--- src/rtl/pattern_scan_ctrl.sv ---
// pattern_scan_ctrl
//   Round-robin front end for one shared serial pattern detector. Two
//   requesters offer WIDTH-bit words. A granted word is latched, the detector
//   is cleared for one cycle, and the word is shifted out MSB first on det_x.
//   The detector's Mealy match flag det_z is counted, and the owner id and
//   match count are reported in a one-cycle result pulse.
//
// Ports
//   clk, rst_n             clock; asynchronous active-low reset
//   req0_valid/data/ready  requester 0 offer/accept handshake
//   req1_valid/data/ready  requester 1 offer/accept handshake
//   det_x                  serial bit to the detector
//   det_rst_n              registered active-low detector clear
//   det_z                  detector match flag, same cycle as det_x
//   res_valid/id/count     one-cycle result pulse, owner id, match count
//   busy                   high whenever the controller is not idle
module pattern_scan_ctrl #(
   parameter int WIDTH = 8
) (
   input  logic                       clk,
   input  logic                       rst_n,
   input  logic                       req0_valid,
   input  logic [WIDTH-1:0]           req0_data,
   output logic                       req0_ready,
   input  logic                       req1_valid,
   input  logic [WIDTH-1:0]           req1_data,
   output logic                       req1_ready,
   output logic                       det_x,
   output logic                       det_rst_n,
   input  logic                       det_z,
   output logic                       res_valid,
   output logic                       res_id,
   output logic [$clog2(WIDTH+1)-1:0] res_count,
   output logic                       busy
);

   localparam int CW = $clog2(WIDTH+1);

   typedef enum logic [1:0] {IDLE, CLEAR, SHIFT, REPORT} state_t;

   state_t           state;
   logic [WIDTH-1:0] shreg;
   logic [CW-1:0]    bit_cnt;
   logic [CW-1:0]    match_cnt;
   logic             cur_id;
   logic             last_id;    // id granted most recently; tie goes to the other one

   logic             grant1;
   logic             take;
   logic             match_inc;
   logic [CW-1:0]    match_next;

   // Grant selection: a sole requester wins, a tie goes to the one not
   // granted last. last_id resets to 1 so req0 wins the first tie.
   always_comb begin
      grant1 = 1'b0;
      if (req0_valid && req1_valid)
         grant1 = ~last_id;
      else
         grant1 = req1_valid;
   end

   // Ready is gated by rst_n so both readys read low while reset is held.
   assign req0_ready = rst_n && (state == IDLE) && req0_valid && !grant1;
   assign req1_ready = rst_n && (state == IDLE) && grant1;
   assign take       = req0_ready || req1_ready;

   // Saturating guard: the count cannot pass WIDTH even if det_z misbehaves.
   assign match_inc  = det_z && (match_cnt != CW'(WIDTH));
   assign match_next = match_cnt + CW'(match_inc);

   assign det_x = (state == SHIFT) && shreg[WIDTH-1];
   assign busy  = (state != IDLE);

   always_ff @(posedge clk or negedge rst_n) begin
      if (!rst_n) begin
         state     <= IDLE;
         shreg     <= '0;
         bit_cnt   <= '0;
         match_cnt <= '0;
         cur_id    <= 1'b0;
         last_id   <= 1'b1;
         det_rst_n <= 1'b0;
         res_valid <= 1'b0;
         res_id    <= 1'b0;
         res_count <= '0;
      end else begin
         det_rst_n <= 1'b1;
         res_valid <= 1'b0;
         case (state)
            IDLE: begin
               if (take) begin
                  shreg     <= grant1 ? req1_data : req0_data;
                  cur_id    <= grant1;
                  last_id   <= grant1;
                  match_cnt <= '0;
                  bit_cnt   <= '0;
                  det_rst_n <= 1'b0;   // low for the single CLEAR cycle
                  state     <= CLEAR;
               end
            end
            CLEAR: begin
               state <= SHIFT;
            end
            SHIFT: begin
               shreg     <= {shreg[WIDTH-2:0], 1'b0};
               match_cnt <= match_next;
               if (bit_cnt == CW'(WIDTH-1)) begin
                  // Final bit: the last det_z sample is folded straight in.
                  state     <= REPORT;
                  res_valid <= 1'b1;
                  res_id    <= cur_id;
                  res_count <= match_next;
               end else begin
                  bit_cnt <= bit_cnt + 1'b1;
               end
            end
            REPORT: begin
               state <= IDLE;
            end
            default: begin
               state <= IDLE;
            end
         endcase
      end
   end

endmodule

--- config.mk ---
export PLATFORM = sky130hd
export DESIGN_NAME = pattern_scan_ctrl
export DESIGN_NICKNAME = d
export VERILOG_FILES = /design/src/rtl/pattern_scan_ctrl.sv
export SDC_FILE = /design/constraint.sdc
export NUM_CORES = 1
export LEC_CHECK = 0
export ABC_CLOCK_PERIOD_IN_PS = 1700
export CAP_MARGIN = 20
export CORE_MARGIN = 2
export CORE_UTILIZATION = 44
export DETAILED_ROUTE_END_ITERATION = 16
export GPL_TIMING_DRIVEN = 0
export PLACE_DENSITY = 0.72
export SLEW_MARGIN = 25
export SYNTH_ARGS = -nofsm -noshare
export SYNTH_HDL_FRONTEND = slang
export SYNTH_SLANG_ARGS = --single-unit
--- constraint.sdc ---
create_clock -name clk -period 1.7 [get_ports clk]
set_input_delay 0.255 -clock clk [delete_from_list [all_inputs] [get_ports clk]]
set_output_delay 0.255 -clock clk [all_outputs]
set_load 0.1 [all_outputs]
== Word-level counts from Yosys, hierarchy flattened ==
Index checks and enable logic that the tools add are counted.
W data, S select, Z words.

* Register bits: 27
* Output and inout bits: 11
* Logic and storage cells: 53
* Bits of input ports: 21

* Bitwise logic cells: 1
* Reductions and logical operators: 17
* Equality and inequality tests: 8
* Multiplexer cells: 15
* $add $sub $neg: 2

{| class="wikitable"
|+ Operators by type and width
! cell !! count
|-
| $mux W8 || 2
|-
| $pmux W4 S2 || 2
|-
| $pmux W8 S2 || 1
|-
| $mux W4 || 2
|-
| $pmux W2 S4 || 1
|-
| $reduce_and A2 Y1 || 4
|-
| $logic_and A1 B1 Y1 || 7
|-
| $mux W1 || 5
|-
| $add A4 B1 Y4 || 1
|-
| $add A4 B1 Y4 const B || 1
|-
| $eq A2 B2 Y1 const B || 2
|-
| $eq A4 B3 Y1 const B || 1
|-
| $mux W2 || 2
|-
| $ne A2 B2 Y1 const B || 2
|-
| $ne A4 B4 Y1 const B || 1
|-
| $reduce_bool A2 Y1 || 2
|-
| $reduce_and A3 Y1 || 1
|-
| $eq A2 B1 Y1 const B || 1
|-
| $logic_not A2 Y1 || 1
|-
| $ne A2 B1 Y1 const B || 1
|-
| $logic_not A1 Y1 || 1
|-
| $logic_or A1 B1 Y1 || 1
|-
| $not A1 Y1 || 1
|}

== Longest topological paths before layout ==
* Word-level depth: 7
* Gate-level depth with buffers: 8
* Depth with buffers taken out: 7

== Worst setup path before layout ==
No wires, ideal clock.

* Kind: flip-flop to output port
* From: reg state[0]
* To: out req0_ready
* Cell stages (with the launch flop): 5
* Slack: -0.707 ns
* Required time: 1.445 ns
* Path buffers: 0
* Arrival: 2.152 ns
* Cells stage by stage: dfrtp_1 inv_1 ha_1 nand3_1 nor2_1

* Longest elaborated chain between the ends: 4

{| class="wikitable"
|+ RTL lines
! what !! RTL line !! text
|-
| start, declared || 41 || <nowiki>state_t state;</nowiki>
|-
| start signal, assigned || 77 || <nowiki>state <= IDLE;</nowiki>
|-
| start signal, assigned || 99 || <nowiki>state <= CLEAR;</nowiki>
|-
| start signal, assigned || 103 || <nowiki>state <= SHIFT;</nowiki>
|-
| $logic_not A2 Y1 || 64 || <nowiki>assign req0_ready = rst_n && (state == IDLE) && req0_valid && !grant1;</nowiki>
|-
| $logic_and A1 B1 Y1 (3 in series) || 64 ||
|-
| end, declared || 24 || <nowiki>output logic req0_ready,</nowiki>
|}

Every way passes these cells.

== Worst setup path in the final report ==
* From: in req0_valid
* To: out req0_ready

* Longest elaborated chain between the ends: 4
* Elaborated cells between the ends (all ways): 5
* Those cells by class: 1 x mux; 4 x reduce/logical

{| class="wikitable"
|+ RTL lines
! what !! RTL line !! text
|-
| start, declared || 22 || <nowiki>input logic req0_valid,</nowiki>
|-
| $logic_and A1 B1 Y1 || 57 || <nowiki>if (req0_valid && req1_valid)</nowiki>
|-
| $mux W1 || 57 ||
|-
| $logic_not A1 Y1 || 64 ||
|-
| $logic_and A1 B1 Y1 * || 64 ||
|}

Mark *: on every way between the ends. The rest lies on a longest branch, timed or not.

==> summary.md <==
| Metric | Value |
|---|---|
| Post-Syn Area per Cell | 11.1 um2 |
| Final net count | 204 |
| Layout cells sized above 1 | 31.8% |
| Root Buffer | clkbuf_4 |
| # fillers | 238 |
| Hold crit path type | input port to register |
| Synth unique cells | 37 |
| Critical path required time | 1.44 ns |
| Outcome | finished, violations left |
| DR vias | 1149 |
| DP Area | 0.00177 mm2 |
| Top cells by area, synth | dfrtp_1 46%, mux2_1 6.4%, mux2i_1 5.7%, ha_1 5.4%, nand2_1 3.8% |
| Die height | 60.4 um |
| Fin. Hold Viols | 0 |
| Final Critical Period | 1.77 ns |
| Worst-Margin Slew | 0.552 ns |
| Reg2reg path depth | 6 |
| Placed Instances | 201 |
| Crit path max-delay family | buffers and inverters |
| Pre-CTS setup slack | -1.08 ns |
| Max stage delay on crit path | 0.62 ns |
| Clock tree buffer depth | 2 |
| Min-Delay Path Depth | 2 |
| Largest net degree at the start of global routing | 27 |
| R2R Setup Slk | 0.02 ns |
| Reg area | 677 um2 |
| Peak supply drop | 0.00100 V |
| Most common cell after layout, fill and taps aside | dfrtp_1 |
| Yosys top cell by area | dfrtp_1 |
| Unrepaired setup endpoints after global routing | yes |
| Hold EP | det_rst_n$_DFF_PN0_ |
| Max Clock Freq | 565 MHz |
| Rows | 20 |
| RR Endpoint | res_id$_DFFE_PN0P_ |
| Die area | 0.00365 mm2 |
| Failing checks | setup timing |
| Final worst slack | -0.0687 ns |
| Die width | 60.4 um |
| IO Count | 32 |
| N_diodes | 0 |
| Synthesized net count | 153 |
| Worst setup EP type | output pin |
| Synth Register Bits | 27 |
| Met2 Usage GRT | 31.7% |
| Crit Path Class | input port to output pin |
| Final std cells w/o fill | 220 |
| Sequential fraction of the synthesis area | 48.3% |
| Mapped Cells | 126 |
| Crit path max fanout | 4 |
| Startpoint types | input port |
| Final period util | 104% |
| Post-DRT Antenna Nets | 0 |
| CTS Buf Count | 3 |
| Slew headroom | 63.4% |
| Cells along the critical path | clkdlybuf4s50_1 -> a21boi_1 -> buf_4 -> buf_6 -> nor2_4 -> buf_12 |
| Clock tree sinks | 27 |
| Initial antenna violation count | 0 |
| Clock latency on the worst-skew pair | 0.33 ns |
| Grt met3 use | 3.62% |
| Mapped Area | 0.00140 mm2 |
| CTS tree | yes |
| Skew final | 0.00319 ns |
| Detailed Route WL | 3.08 mm |
| Synth top area share | 46.5% |
| Finished Cell Area | 0.00203 mm2 |
| Final core occ | 67.1% |
| Slowest-stage cell, CP | clkdlybuf4s50_1 |
| Most frequent cells in the layout | 26 x dfrtp_1, 18 x clkdlybuf4s50_1, 14 x buf_4, 14 x nand2_1, 11 x o21ai_1 |
| DR pass1 iterations | 4 |
| Slew Limit Fails | 0 |
| Grt total ovfl | 0 |
| Drt wl/cell | 14.0 um |
| GR Layer Usage met1 | 22.0% |
| Critical R2R Launch | bit_cnt[0]$_DFFE_PN0P_ |
| Iter 0 DRT Violations | 25 |
| Vias in the first global route | 1084 |
| Via/cell ratio | 5.22 |
| Initial Utilization | 46.2% |
| GRT Max-Usage Layer | met2 |
| Crit path DAT | 1.51 ns |
| Core area | 0.00303 mm2 |
| Multi-input gate area in the final layout | 737 um2 |
| Yosys warns | 0 |
| Worst hold path startpoint | rst_n |
| Leakage | 0.924 nW |
| Placer Congestion | 0.757 |
| Post-DP HPWL | 2.13 mm |
| Clock transition at the registers of the reported paths | 0.13 ns |
| GR Util All Layers | 18.5% |
| Max-Cap Viols | 0 |
| Area Growth Syn to Fin | 45.1% |
| PD cells | 1770 mW/mm2 |
| First-pass GRT wire length | 4.96 mm |
| Port bufs | 31 |
| DRC viols | 0 |
| H-tree levels | 1 |
| Count of final setup violators | 2 |
| CP bufs+invs | 4 |
## worst max path at each step
stage	slack, ns	cells after the start	from	to
2_1_floorplan	0.02	4	state[0]$_DFFE_PN0P_	req0_ready
3_3_place_gp	-1.87	4	rst_n	req0_ready
3_5_place_dp	-1.08	5	req1_valid	req1_ready
4_1_cts	-0.07	5	last_id$_DFFE_PN1P_	req0_ready
5_1_grt	-0.12	5	state[0]$_DFFE_PN0P_	req0_ready
6_report	-0.07	6	req0_valid	req0_ready
## sequential cells by signal, indices dropped and copies added, names as in the netlist
signal and cells:
bit_cnt 4, cur_id 1, det_rst_n 1, last_id 1, match_cnt 4, res_count 4
res_id 1, res_valid 1, shreg 8, state 2
## power breakdown
part / internal [mW] / leakage [nW] / switching, mW
sequential: 0.925 / 0.335 / 0.162
combinational: 0.888 / 0.574 / 1.36
clock: 0.0921 / 0.0150 / 0.183
total: 1.90 / 0.924 / 1.70
## layer usage
metal  routed length (um)  vias up
met5                    0        -
met4                   73        0
met3                  204        8
met2                 1530       33
met1                 1280      562
li1                     -      546
## worst register-to-register path, delay by kind of cell, from the launching register on
family | cells | cell delay (ns)
multiplexers | 1 | 0.31
adder cells (fa/ha/maj) | 1 | 0.21
buffers and inverters | 2 | 0.21
flip-flops | 1 | 0.41
AND/OR/NAND/NOR | 2 | 0.43
## synth_stat cells
library cell	number
nand2_1	14
and3_1	1
a21boi_1	1
o21ai_0	6
inv_1	3
o41a_1	1
o32ai_1	1
xor2_1	1
dfrtp_1	26
buf_4	1
buf_2	2
ha_1	6
mux2_4	2
nor2_1	2
buf_6	2
or2_1	1
mux2_1	8
xnor2_1	2
inv_4	1
mux2_2	1
nand2b_1	1
a21oi_1	4
a22o_1	2
a21oi_2	1
o31ai_1	1
nand3_1	6
o32a_1	1
a31oi_1	1
a21o_1	1
nand3b_1	1
mux2i_1	8
dfstp_2	1
inv_2	2
and2_1	2
a21boi_4	1
o211ai_2	1
o21ai_1	10
## what timing repair did
item / 4_1_cts / 5_1_grt
pin swaps: 1 / 2
setup endpoints to repair: 21 / 11
setup buffers: 8 / 5
resized for setup: 61 / 10
hold endpoints to repair: 26 / 0
hold buffers: 2 / 0
## cells by family after synthesis
group | count (synthesis) | synth area share (%)
AOI/OAI and AO/OA | 32 | 15.5
and+or+nand+nor | 28 | 9.21
DFF | 27 | 48.3
muxes | 19 | 15.1
buffers and inverters | 11 | 4.65
adders and majority gates | 6 | 5.36
xor gates and xnor gates | 3 | 1.88
## cell type report
| cell class | instances | share of cell area, % |
|---|---|---|
| multi-input combinational | 88 | 36.3 |
| sequential | 27 | 33.3 |
| timing repair buffer | 46 | 23.2 |
| tap | 44 | 2.71 |
| buffer | 5 | 1.97 |
| clock buffer | 4 | 1.29 |
| inverter | 6 | 1.23 |
## stage by stage
step | power, mW | hold WS, ns | TNS [ns]
6_report | 3.61 | 0.228 | -0.110
5_1_grt | 3.88 | 0.219 | -0.208
4_1_cts | 3.48 | 0.210 | -0.0705
3_5_place_dp | 3.01 | 0.325 | -5.46
3_3_place_gp | 2.95 | 0.460 | -26.81
2_1_floorplan | 2.56 | -0.0406 | 0
No activity file was read; power rests on OpenSTA's default activity.
